===== config.mk =====
export PLATFORM = sky130hd
export DESIGN_NAME = pipe_hazard_ctrl
export DESIGN_NICKNAME = d
export VERILOG_FILES = /design/src/rtl/pipe_hazard_ctrl.sv
export SDC_FILE = /design/constraint.sdc
export NUM_CORES = 1
export LEC_CHECK = 0
export BUFFER_PORTS_ARGS = -buffer_cell sky130_fd_sc_hd__buf_2
export CAP_MARGIN = 30
export CORE_MARGIN = 2
export CORE_UTILIZATION = 46
export CTS_BUF_LIST = sky130_fd_sc_hd__clkbuf_16
export DETAILED_ROUTE_END_ITERATION = 7
export GPL_TIMING_DRIVEN = 1
export PLACE_DENSITY_LB_ADDON = 0.08
export SYNTH_ARGS = -nofsm -noshare
export SYNTH_HDL_FRONTEND = slang
export SYNTH_SLANG_ARGS = --single-unit
export TNS_END_PERCENT = 100

===== constraint.sdc =====
create_clock -name clk -period 2.5 [get_ports clk]
set_clock_uncertainty 0.05 [all_clocks]
set_input_delay 0.25 -clock clk [delete_from_list [all_inputs] [get_ports clk]]
set_output_delay 0.25 -clock clk [all_outputs]
set_load 0.02 [all_outputs]

===== src/rtl/pipe_hazard_ctrl.sv =====
// pipe_hazard_ctrl: stall/flush/forwarding control for the 5-stage pipeline, with data-memory wait and stall-cycle counting.
module pipe_hazard_ctrl #(
    parameter int LOAD_USE_BUBBLES = 1,
    parameter int STALL_CNT_W      = 16,
    parameter int R0_ZERO          = 1
) (
    input  logic                   clk,
    input  logic                   rst,
    input  logic [2:0]             IDr1Addr,
    input  logic [2:0]             IDr2Addr,
    input  logic                   IDuseR1,
    input  logic                   IDuseR2,
    input  logic [2:0]             EXr1Addr,
    input  logic [2:0]             EXr2Addr,
    input  logic [2:0]             EXdest,
    input  logic                   EXregWrite,
    input  logic                   EXregWriteDataSel,
    input  logic [2:0]             MEMdest,
    input  logic                   MEMregWrite,
    input  logic                   MEMregWriteDataSel,
    input  logic                   MEMDMMemWrite,
    input  logic [2:0]             WBdest,
    input  logic                   WBregWrite,
    input  logic                   branchTaken,
    input  logic                   dmAck,
    output logic                   pcEnb,
    output logic                   IFIDenb,
    output logic                   IDEXenb,
    output logic                   EXMEMenb,
    output logic                   MEMWBenb,
    output logic                   IFIDflush,
    output logic                   IDEXflush,
    output logic [1:0]             fwdA,
    output logic [1:0]             fwdB,
    output logic                   dmReq,
    output logic [STALL_CNT_W-1:0] stallCount
);
    typedef enum logic [1:0] {RUN, LU_STALL, MEM_WAIT} state_t;

    localparam logic [1:0] BUB_INIT = 2'(LOAD_USE_BUBBLES - 1);

    state_t                 state_q, state_d;
    logic [1:0]             bub_q, bub_d;
    logic [STALL_CNT_W-1:0] stall_cnt_q, stall_cnt_d;
    logic                   mem_op, lu_haz, freeze, lu_stall;
    logic                   mem_a, mem_b, wb_a, wb_b;

    function automatic logic match(input logic [2:0] a, input logic [2:0] b);
        return (a == b) && (R0_ZERO == 0 || b != 3'd0);
    endfunction

    assign mem_op = MEMDMMemWrite | (MEMregWrite & MEMregWriteDataSel);
    assign lu_haz = EXregWrite & EXregWriteDataSel &
                    ((IDuseR1 & match(IDr1Addr, EXdest)) | (IDuseR2 & match(IDr2Addr, EXdest)));
    assign mem_a  = MEMregWrite & ~MEMregWriteDataSel & match(EXr1Addr, MEMdest);
    assign mem_b  = MEMregWrite & ~MEMregWriteDataSel & match(EXr2Addr, MEMdest);
    assign wb_a   = WBregWrite & match(EXr1Addr, WBdest);
    assign wb_b   = WBregWrite & match(EXr2Addr, WBdest);

    // A nonzero bubble counter means a load-use stall is still owed, even right after a memory wait.
    always_comb begin
        dmReq     = rst & (state_q == MEM_WAIT || mem_op);
        freeze    = dmReq & ~dmAck;
        lu_stall  = rst & ~freeze & ~branchTaken & (bub_q != 2'd0 || lu_haz);
        pcEnb     = ~(freeze | lu_stall);
        IFIDenb   = ~(freeze | lu_stall);
        IDEXenb   = ~freeze;
        EXMEMenb  = ~freeze;
        MEMWBenb  = ~freeze;
        IFIDflush = rst & ~freeze & branchTaken;
        IDEXflush = (rst & ~freeze & branchTaken) | lu_stall;
        fwdA      = ~rst ? 2'b00 : mem_a ? 2'b10 : wb_a ? 2'b01 : 2'b00;
        fwdB      = ~rst ? 2'b00 : mem_b ? 2'b10 : wb_b ? 2'b01 : 2'b00;
    end

    always_comb begin
        bub_d       = freeze ? bub_q :
                      branchTaken ? 2'd0 :
                      bub_q != 2'd0 ? (state_q == MEM_WAIT ? bub_q : bub_q - 2'd1) :
                      lu_haz ? BUB_INIT : 2'd0;
        state_d     = freeze ? MEM_WAIT : bub_d != 2'd0 ? LU_STALL : RUN;
        stall_cnt_d = (!pcEnb && !(&stall_cnt_q)) ? stall_cnt_q + 1'b1 : stall_cnt_q;
    end

    always_ff @(posedge clk) begin
        if (!rst) begin
            state_q     <= RUN;
            bub_q       <= 2'd0;
            stall_cnt_q <= '0;
        end else begin
            state_q     <= state_d;
            bub_q       <= bub_d;
            stall_cnt_q <= stall_cnt_d;
        end
    end

    assign stallCount = stall_cnt_q;
endmodule


==> results.txt, run 1 <==
Run status -> finished clean
DR DRC count -> 0
Primary FF master, synth -> dfxtp_1
Worst vdd ir -> 461.1 µV
Core Box Area -> 0.002710 mm²
Fin. Hold Viols -> 0
Cell area power density -> 525.2 mW/mm²
Die height -> 56.80 µm
Largest net degree at the start of global routing -> 26
Fmax -> 456.6 MHz
Area Growth Syn to Fin -> 32.49%
GRT Util Overall -> 19.99%
Wire length per cell -> 12.70 µm
Synth warn -> 0
PostCTS Resize Cnt -> 0
Sequential element share of the synthesized area -> 31.22%
Worst path arrival time -> 2330 ps
Port bufs -> 60
Crit path time final -> 2190 ps
Flop and latch count out of synthesis -> 20
DRT iter0 DRCs -> 63
Diodes inserted -> 0
Worst skew pair latency -> 250 ps
Die Wd -> 56.80 µm
Clk slew on worst S/H paths -> 60 ps
Pins over their slew limit -> 0
Site row count -> 19
CTS tree -> done
Cts hold-fix bufs -> 0
Top Ports -> 61
Worst Setup Start Kind -> flip-flop
Die Area -> 0.003226 mm²
HP Class -> in -> reg
Post-Route Setup TNS -> 0 ps
CTS Buf Count -> 3
CP Capture Type -> flip-flop
RePlAce Congestion -> 0.7690
Multiplexer area fraction after synthesis -> 2.341%
Initial core utilization -> 47.32%
DP HPWL -> 2422 µm
Ys async rst share -> 0%
Worst Tran Pin Value -> 458.2 ps
Most common cell in the synthesized netlist -> dfxtp_1
Seq. cell area -> 400.4 µm²
DRT Pass-1 Iters -> 5
Post-Synthesis Mean Instance Area -> 8.328 µm²
Clock root cell -> clkbuf_16
Critical setup path kind -> reg -> reg
Post-Synth Adder-Cell Area -> 1.951%
Vias per cell -> 5.545
Mapped Area -> 0.001282 mm²
Post-synth top area share -> 31.22%
Endpoints failing setup -> 0
Post-Syn Instances -> 154
Antenna-violating nets left -> 0
Max cap viols -> 0
XOR/XNOR share of the synthesized area -> 12.98%
Final-layout fill cell count -> 235
Yosys top cell by area -> dfxtp_1
Synth Area in Simple Gates -> 26.34%
Top cells by area, synth -> dfxtp_1 (31%), xnor2_1 (8.2%), xor2_1 (4.8%)
Multi-input logic area -> 798.3 µm²
Post-synth EDFFs -> 0
Non-Filler Instances -> 246
Setup bufs post-CTS -> 0
Share of cells above drive strength 1 -> 33.95%
RSZ-0062 raised after global routing -> false
Routed vias -> 1,364
GR Overflow Total -> 0
Max FO, Critical Path -> 25
Final nets -> 251
Post-synth top cells -> dfxtp_1 (20), xnor2_1 (12), nand2_1 (11)
Clock sinks -> 20
Clock tree buffer depth -> 2
First-pass GRT wire length -> 5106 µm
Slew headroom -> 69.07%
Netlist cell types -> 37
Compound-Gate Fraction of Synth Area -> 18.63%
Leakage -> 0.7262 nW
Final WL -> 3125 µm
Largest family of logic cells by synthesized area -> simple AND/OR/NAND/NOR gates
Placed Cells incl. Taps -> 242
H-tree Lvls -> 1
Period utilization -> 87.61%
Worst Path Required -> 2640 ps
Net Count, Synth -> 189
Antenna violations before repair -> 0
Vias in the first global route -> 1,211
-- flip-flops by register name, summed over array words and instances, names as in the netlist --
signal	count
state_q	2
stallCount	16
bub_q	2
-- cells by family (layout without fill, tap and decap cells) --
| family | count (synthesis) | count (layout) |
|---|---|---|
| AND/OR/NAND/NOR | 60 | 60 |
| flip-flops | 20 | 20 |
| buffers and inverters | 14 | 75 |
| AO/OA/AOI/OAI | 36 | 36 |
| adder cells (fa/ha/maj) | 2 | 2 |
| XOR/XNOR | 19 | 19 |
| multiplexers | 3 | 3 |
-- per-stage QoR --
stage | power [mW] | area (µm²) | setup slack, ps | hold WS (ps) | util [%]
after floorplan | 0.4090 | 1282 | 316.1 | 355.7 | -
after global placement | 0.4559 | 1594 | 386.4 | 421.5 | 58.82
after detailed placement | 0.4601 | 1594 | 350.3 | 431.1 | 58.82
after CTS | 0.8998 | 1699 | 316.6 | 298.0 | 62.70
after global routing | 0.9264 | 1699 | 146.1 | 303.3 | 62.70
final | 0.8923 | 1699 | 309.7 | 296.4 | 62.70
-- layout by cell type (no fill, tap or decap), types with 4 or more instances in the layout --
cell      Yosys  routed
or3_1         4       4
nor4_1        4       4
a21oi_1      10      10
dfxtp_1      20      20
nor2_1        5       5
inv_1         6       6
nand3_1       7       7
o21ai_0       7       7
and3_1        4       4
xor2_1        7       7
o31ai_1       7       7
or4_1         4       4
buf_4         3       4
xnor2_1      12      12
nand4_1       8       8
buf_2         0      60
nand2_1      11      11
o211ai_1      4       4
-- final timing paths --
| kind | from | endpoint | slack (ps) | cells past startpoint |
|---|---|---|---|---|
| worst max-delay path | bub_q[0] | stallCount[9] | 310 | 8 |
| worst min-delay path | dmAck | state_q[1] | 300 | 2 |
| worst max register to register | bub_q[0] | stallCount[9] | 310 | 8 |
| worst min register to register | stallCount[15] | stallCount[15] | 440 | 2 |
-- power by group --
| part | switching (mW) | internal [mW] | total (mW) | leakage, nW |
|---|---|---|---|---|
| Sequential | 0.00318 | 0.322 | 0.325 | 0.161 |
| Combinational | 0.0717 | 0.0569 | 0.129 | 0.514 |
| Clock | 0.121 | 0.318 | 0.439 | 0.0511 |
| Total | 0.196 | 0.696 | 0.892 | 0.726 |
-- worst max-delay path, stage by stage, from the launching register on --
cell	delay [ps]
dfxtp_1	340
inv_1	50
ha_1	190
or3_1	370
a21oi_1	230
nor2_2	60
buf_4	210
or4_1	480
a21oi_1	140
-- layer usage --
metal  share of wire [%]  GRT usage [%]  vias up  wire [µm]
met3                 6.8          4.378        4        212
met4                0.90          7.309        0         28
met2                  46          33.55       51       1431
met1                  46          25.00      612       1452
li1                    -              -      697          -
met5                   0              0        -          0
-- cell type report --
type	count	share of cell area (%)
clock buffer	3	4.418
tap	31	2.283
clock inverter	1	1.767
inverter	7	1.546
multi-input combinational	120	46.98
sequential	20	23.56
timing repair buffer	64	19.44
No activity file was read; power rests on OpenSTA's default activity.
==> run 2, diff against run 1 <==
--- a/config.mk
+++ b/config.mk
@@ -5,14 +5,15 @@
 export SDC_FILE = /design/constraint.sdc
 export NUM_CORES = 1
 export LEC_CHECK = 0
+export ABC_AREA = 1
 export BUFFER_PORTS_ARGS = -buffer_cell sky130_fd_sc_hd__buf_2
 export CAP_MARGIN = 30
 export CORE_MARGIN = 2
-export CORE_UTILIZATION = 46
+export CORE_UTILIZATION = 48
 export CTS_BUF_LIST = sky130_fd_sc_hd__clkbuf_16
 export DETAILED_ROUTE_END_ITERATION = 7
 export GPL_TIMING_DRIVEN = 1
-export PLACE_DENSITY_LB_ADDON = 0.08
+export PLACE_DENSITY = 0.8
 export SYNTH_ARGS = -nofsm -noshare
 export SYNTH_HDL_FRONTEND = slang
 export SYNTH_SLANG_ARGS = --single-unit
==> run 2 against run 1 <==
  * Worst setup slack lost 12 ps
  * Power grew 4.2%
  * Maximum frequency shrank 0.53%
  * Non-clock buffer count shrank 1
  * Sequential share of layout area shrank 3.3 points
  * Hold slack lost 42 ps
  * Critical endpoint is now IFIDenb
==> results.txt, run 2 <==
Antenna-violating nets left -> 0 (unchanged)
Setup bufs post-CTS -> 0 (unchanged)
Finished Cell Area -> 0.001977 mm² (was 0.001699 mm²)
Cts hold-fix bufs -> 0 (unchanged)
Critical register-to-register path startpoint -> stallCount[0] (was bub_q[0])
Pins over their slew limit -> 0 (unchanged)
Yosys top cell by area -> dfxtp_1 (unchanged)
Final WL -> 3996 µm (was 3125 µm)
Synth warn -> 0 (unchanged)
CP Capture Type -> output port (was flip-flop)
Hold-critical path depth -> 3 (was 2)
Post-Synth Adder-Cell Area -> 1.613% (was 1.951%)
Period utilization -> 88.08% (was 87.61%)
Fin. Hold Viols -> 0 (unchanged)
First-pass GRT wire length -> 6534 µm (was 5106 µm)
Wire length per cell -> 11.42 µm (was 12.70 µm)
Max FO, Critical Path -> 13 (was 25)
Fin Hold WS -> 254.5 ps (was 296.4 ps)
DRT iter0 DRCs -> 88 (was 63)
Cell family with most CP delay -> simple AND/OR/NAND/NOR gates (unchanged)
Max stage delay on crit path -> 360 ps (was 480 ps)
Flop pwr share -> 35.5% (was 36.4%)
GR Overflow Total -> 0 (unchanged)
R2R setup slack -> 470 ps (was 310 ps)
CP cell instances -> inv_1, nand2_1, nand3_1, nand3b_1, nand2_1, nor2_1, nand2_1, nand2_1, inv_1, buf_2 (was inv_1, ha_1, or3_1, a21oi_1, nor2_2, buf_4, or4_1, a21oi_1)
Worst Min Path Start -> rst (was dmAck)
Max cap viols -> 0 (unchanged)
Clock tree buffer depth -> 2 (unchanged)
R2R Path End -> stallCount[14] (was stallCount[9])
Final nets -> 342 (was 251)
Post-Syn Instances -> 247 (was 154)
Worst path arrival time -> 1900 ps (was 2330 ps)
Clock root cell -> clkbuf_16 (unchanged)
Post-synth EDFFs -> 0 (unchanged)
Vias in the first global route -> 1,591 (was 1,211)
Max FFs per register -> 16 (unchanged)
Largest net degree at the start of global routing -> 18 (was 26)
Primary FF master, synth -> dfxtp_1 (unchanged)
Worst Setup Start Kind -> flip-flop (unchanged)
Placed Instance Area -> 0.001872 mm² (was 0.001594 mm²)
WP depth -> 10 (was 8)
Antenna violations before repair -> 0 (unchanged)
Compound-Gate Fraction of Synth Area -> 12.18% (was 18.63%)
Worst Tran Pin Value -> 471.2 ps (was 458.2 ps)
Top Ports -> 61 (unchanged)
RSZ-0062 raised after global routing -> false (unchanged)
Clk slew on worst S/H paths -> 60 ps (about the same)
Flop and latch count out of synthesis -> 20 (unchanged)
Most common cell after layout, fill and taps aside -> nand2_1 (was buf_2)
Slew headroom -> 68.51% (was 69.07%)
Fmax -> 454.1 MHz (was 456.6 MHz)
Critical setup path kind -> reg -> out (was reg -> reg)
Routed metal-1 wire length -> 1730 µm (was 1452 µm)
Endpoints failing setup -> 0 (unchanged)
DP HPWL -> 3052 µm (was 2422 µm)
Int Pwr -> 0.7050 mW (was 0.6961 mW)
PostCTS Resize Cnt -> 0 (unchanged)
Core Box Area -> 0.003053 mm² (was 0.002710 mm²)
Switch Pwr -> 0.2246 mW (was 0.1962 mW)
Largest family of logic cells by synthesized area -> simple AND/OR/NAND/NOR gates (unchanged)
Multiplexer area fraction after synthesis -> 0% (was 2.341%)
Run status -> finished clean (unchanged)
DR DRC count -> 0 (unchanged)
CP Buf/Inv Count -> 3 (was 2)
Net Count, Synth -> 282 (was 189)
Post-Synthesis Mean Instance Area -> 6.281 µm² (was 8.328 µm²)
GRT Util Overall -> 23.18% (was 19.99%)
Routed vias -> 1,761 (was 1,364)
Vias per cell -> 5.031 (was 5.545)
Ys async rst share -> 0% (unchanged)
Die Wd -> 60.86 µm (was 56.80 µm)
Worst vdd ir -> 386.2 µV (was 461.1 µV)
Post-synth top area share -> 25.81% (was 31.22%)
Port bufs -> 60 (unchanged)
Met2 routed WL -> 2006 µm (was 1431 µm)
Clock network power share -> 47.2% (was 49.2%)
Most common cell in the synthesized netlist -> nand2_1 (was dfxtp_1)
CTS Buf Count -> 3 (unchanged)
Die height -> 60.86 µm (was 56.80 µm)
Critical Path Most Common Cell -> nand2_1 (was a21oi_1)
Site row count -> 20 (was 19)
Synth Area in Simple Gates -> 39.11% (was 26.34%)
RePlAce Congestion -> 0.8053 (was 0.7690)
Clock sinks -> 20 (unchanged)
Slowest cell on the critical path -> nand2_1 (was or4_1)
Diodes inserted -> 0 (unchanged)
CTS tree -> done (unchanged)
Final core occ -> 64.75% (was 62.70%)
Net Sw Frac -> 24.16% (was 21.99%)
Cell area power density -> 470.2 mW/mm² (was 525.2 mW/mm²)
DRT Pass-1 Iters -> 4 (was 5)
Hold path endpoint -> stallCount[10] (was state_q[1])
Final-layout fill cell count -> 318 (was 235)
Netlist cell types -> 32 (was 37)
Leakage -> 0.9670 nW (was 0.7262 nW)
Commonest non-fill, non-tap cells in the layout -> nand2_1 (61), buf_2 (60), nor2_1 (34) (was buf_2 (60), dfxtp_1 (20), xnor2_1 (12))
Crit path time final -> 2202 ps (was 2190 ps)
Top cells by area, synth -> dfxtp_1 (26%), nand2_1 (15%), nor2_1 (8.2%) (was dfxtp_1 (31%), xnor2_1 (8.2%), xor2_1 (4.8%))
HP Class -> in -> reg (unchanged)
Worst skew pair latency -> 250 ps (about the same)
Initial core utilization -> 50.82% (was 47.32%)
Logic pwr share -> 17.3% (was 14.4%)
Wire length on met3 -> 203 µm (was 212 µm)
Sequential element share of the synthesized area -> 25.81% (was 31.22%)
Share of cells above drive strength 1 -> 23.86% (was 33.95%)
XOR/XNOR share of the synthesized area -> 9.597% (was 12.98%)
Worst Path Required -> 2200 ps (was 2640 ps)
Die Area -> 0.003703 mm² (was 0.003226 mm²)
Post-Route Setup TNS -> 0 ps (unchanged)
Mapped Area -> 0.001551 mm² (was 0.001282 mm²)
R2R cell count -> 9 (was 8)
Post-synth top cells -> nand2_1 (61), nor2_1 (34), inv_1 (32) (was dfxtp_1 (20), xnor2_1 (12), nand2_1 (11))
Area Growth Syn to Fin -> 27.42% (was 32.49%)
H-tree Lvls -> 1 (unchanged)
Max layer used -> met4 (unchanged)
run 2: layer usage:
layer  track usage, %  up-vias
met4            6.522        0
met1            26.23      787
li1                 -      914
met2            44.70       55
met3            3.198        5
met5                0        -
run 2: power groups by stage:
| stage | Sequential, mW | Clock, mW | Combinational [mW] |
|---|---|---|---|
| floorplan | 0.339 | 0 | 0.104 |
| global placement | 0.337 | 0 | 0.158 |
| detailed placement | 0.337 | 0 | 0.160 |
| CTS | 0.330 | 0.442 | 0.161 |
| global route | 0.331 | 0.449 | 0.183 |
| finish | 0.330 | 0.439 | 0.161 |
run 2: cell families (layout without fill, tap and decap cells):
kind of cell	after synthesis	in the layout
compound gates	33	33
xor+xnor	17	17
fa+ha+maj	2	2
buf+inv	41	100
flops	20	20
simple gates	134	134
run 2: per-stage QoR:
stage,setup slack (ps),std cells,total power [mW]
floorplan,502.1,247,0.4425
global placement,555.0,346,0.4942
finish,298.0,350,0.9296
global route,17.96,350,0.9623
CTS,280.1,350,0.9330
detailed placement,475.6,346,0.4972
run 2: area by class of cell:
cell class	count	area, µm²	area share, %
inverters	33	123.9	6.266
multi-input cells	186	969.7	49.05
repair buffers	63	322.8	16.33
well taps	44	55.05	2.785
clock buffers	3	75.07	3.797
clock inverters	1	30.03	1.519
flip-flops and latches	20	400.4	20.25
run 2: worst max path at each step:
stage | start | to | slack, ps
final | state_q[0] | IFIDenb | 300
after global routing | state_q[0] | pcEnb | 20
after CTS | state_q[0] | IFIDenb | 280
after detailed placement | MEMregWriteDataSel | stallCount[14] | 480
after global placement | stallCount[0] | stallCount[7] | 550
after floorplan | state_q[0] | pcEnb | 500
run 2: worst reg2reg max path: stages (launching register included):
cell and delay, ps:
dfxtp_1 410, ha_1 240, nand3_2 140, nor3_4 250
nand2_2 100, nor2_4 120, nand3_4 200, nand2_4 230
nand2_1 80, a21oi_1 130
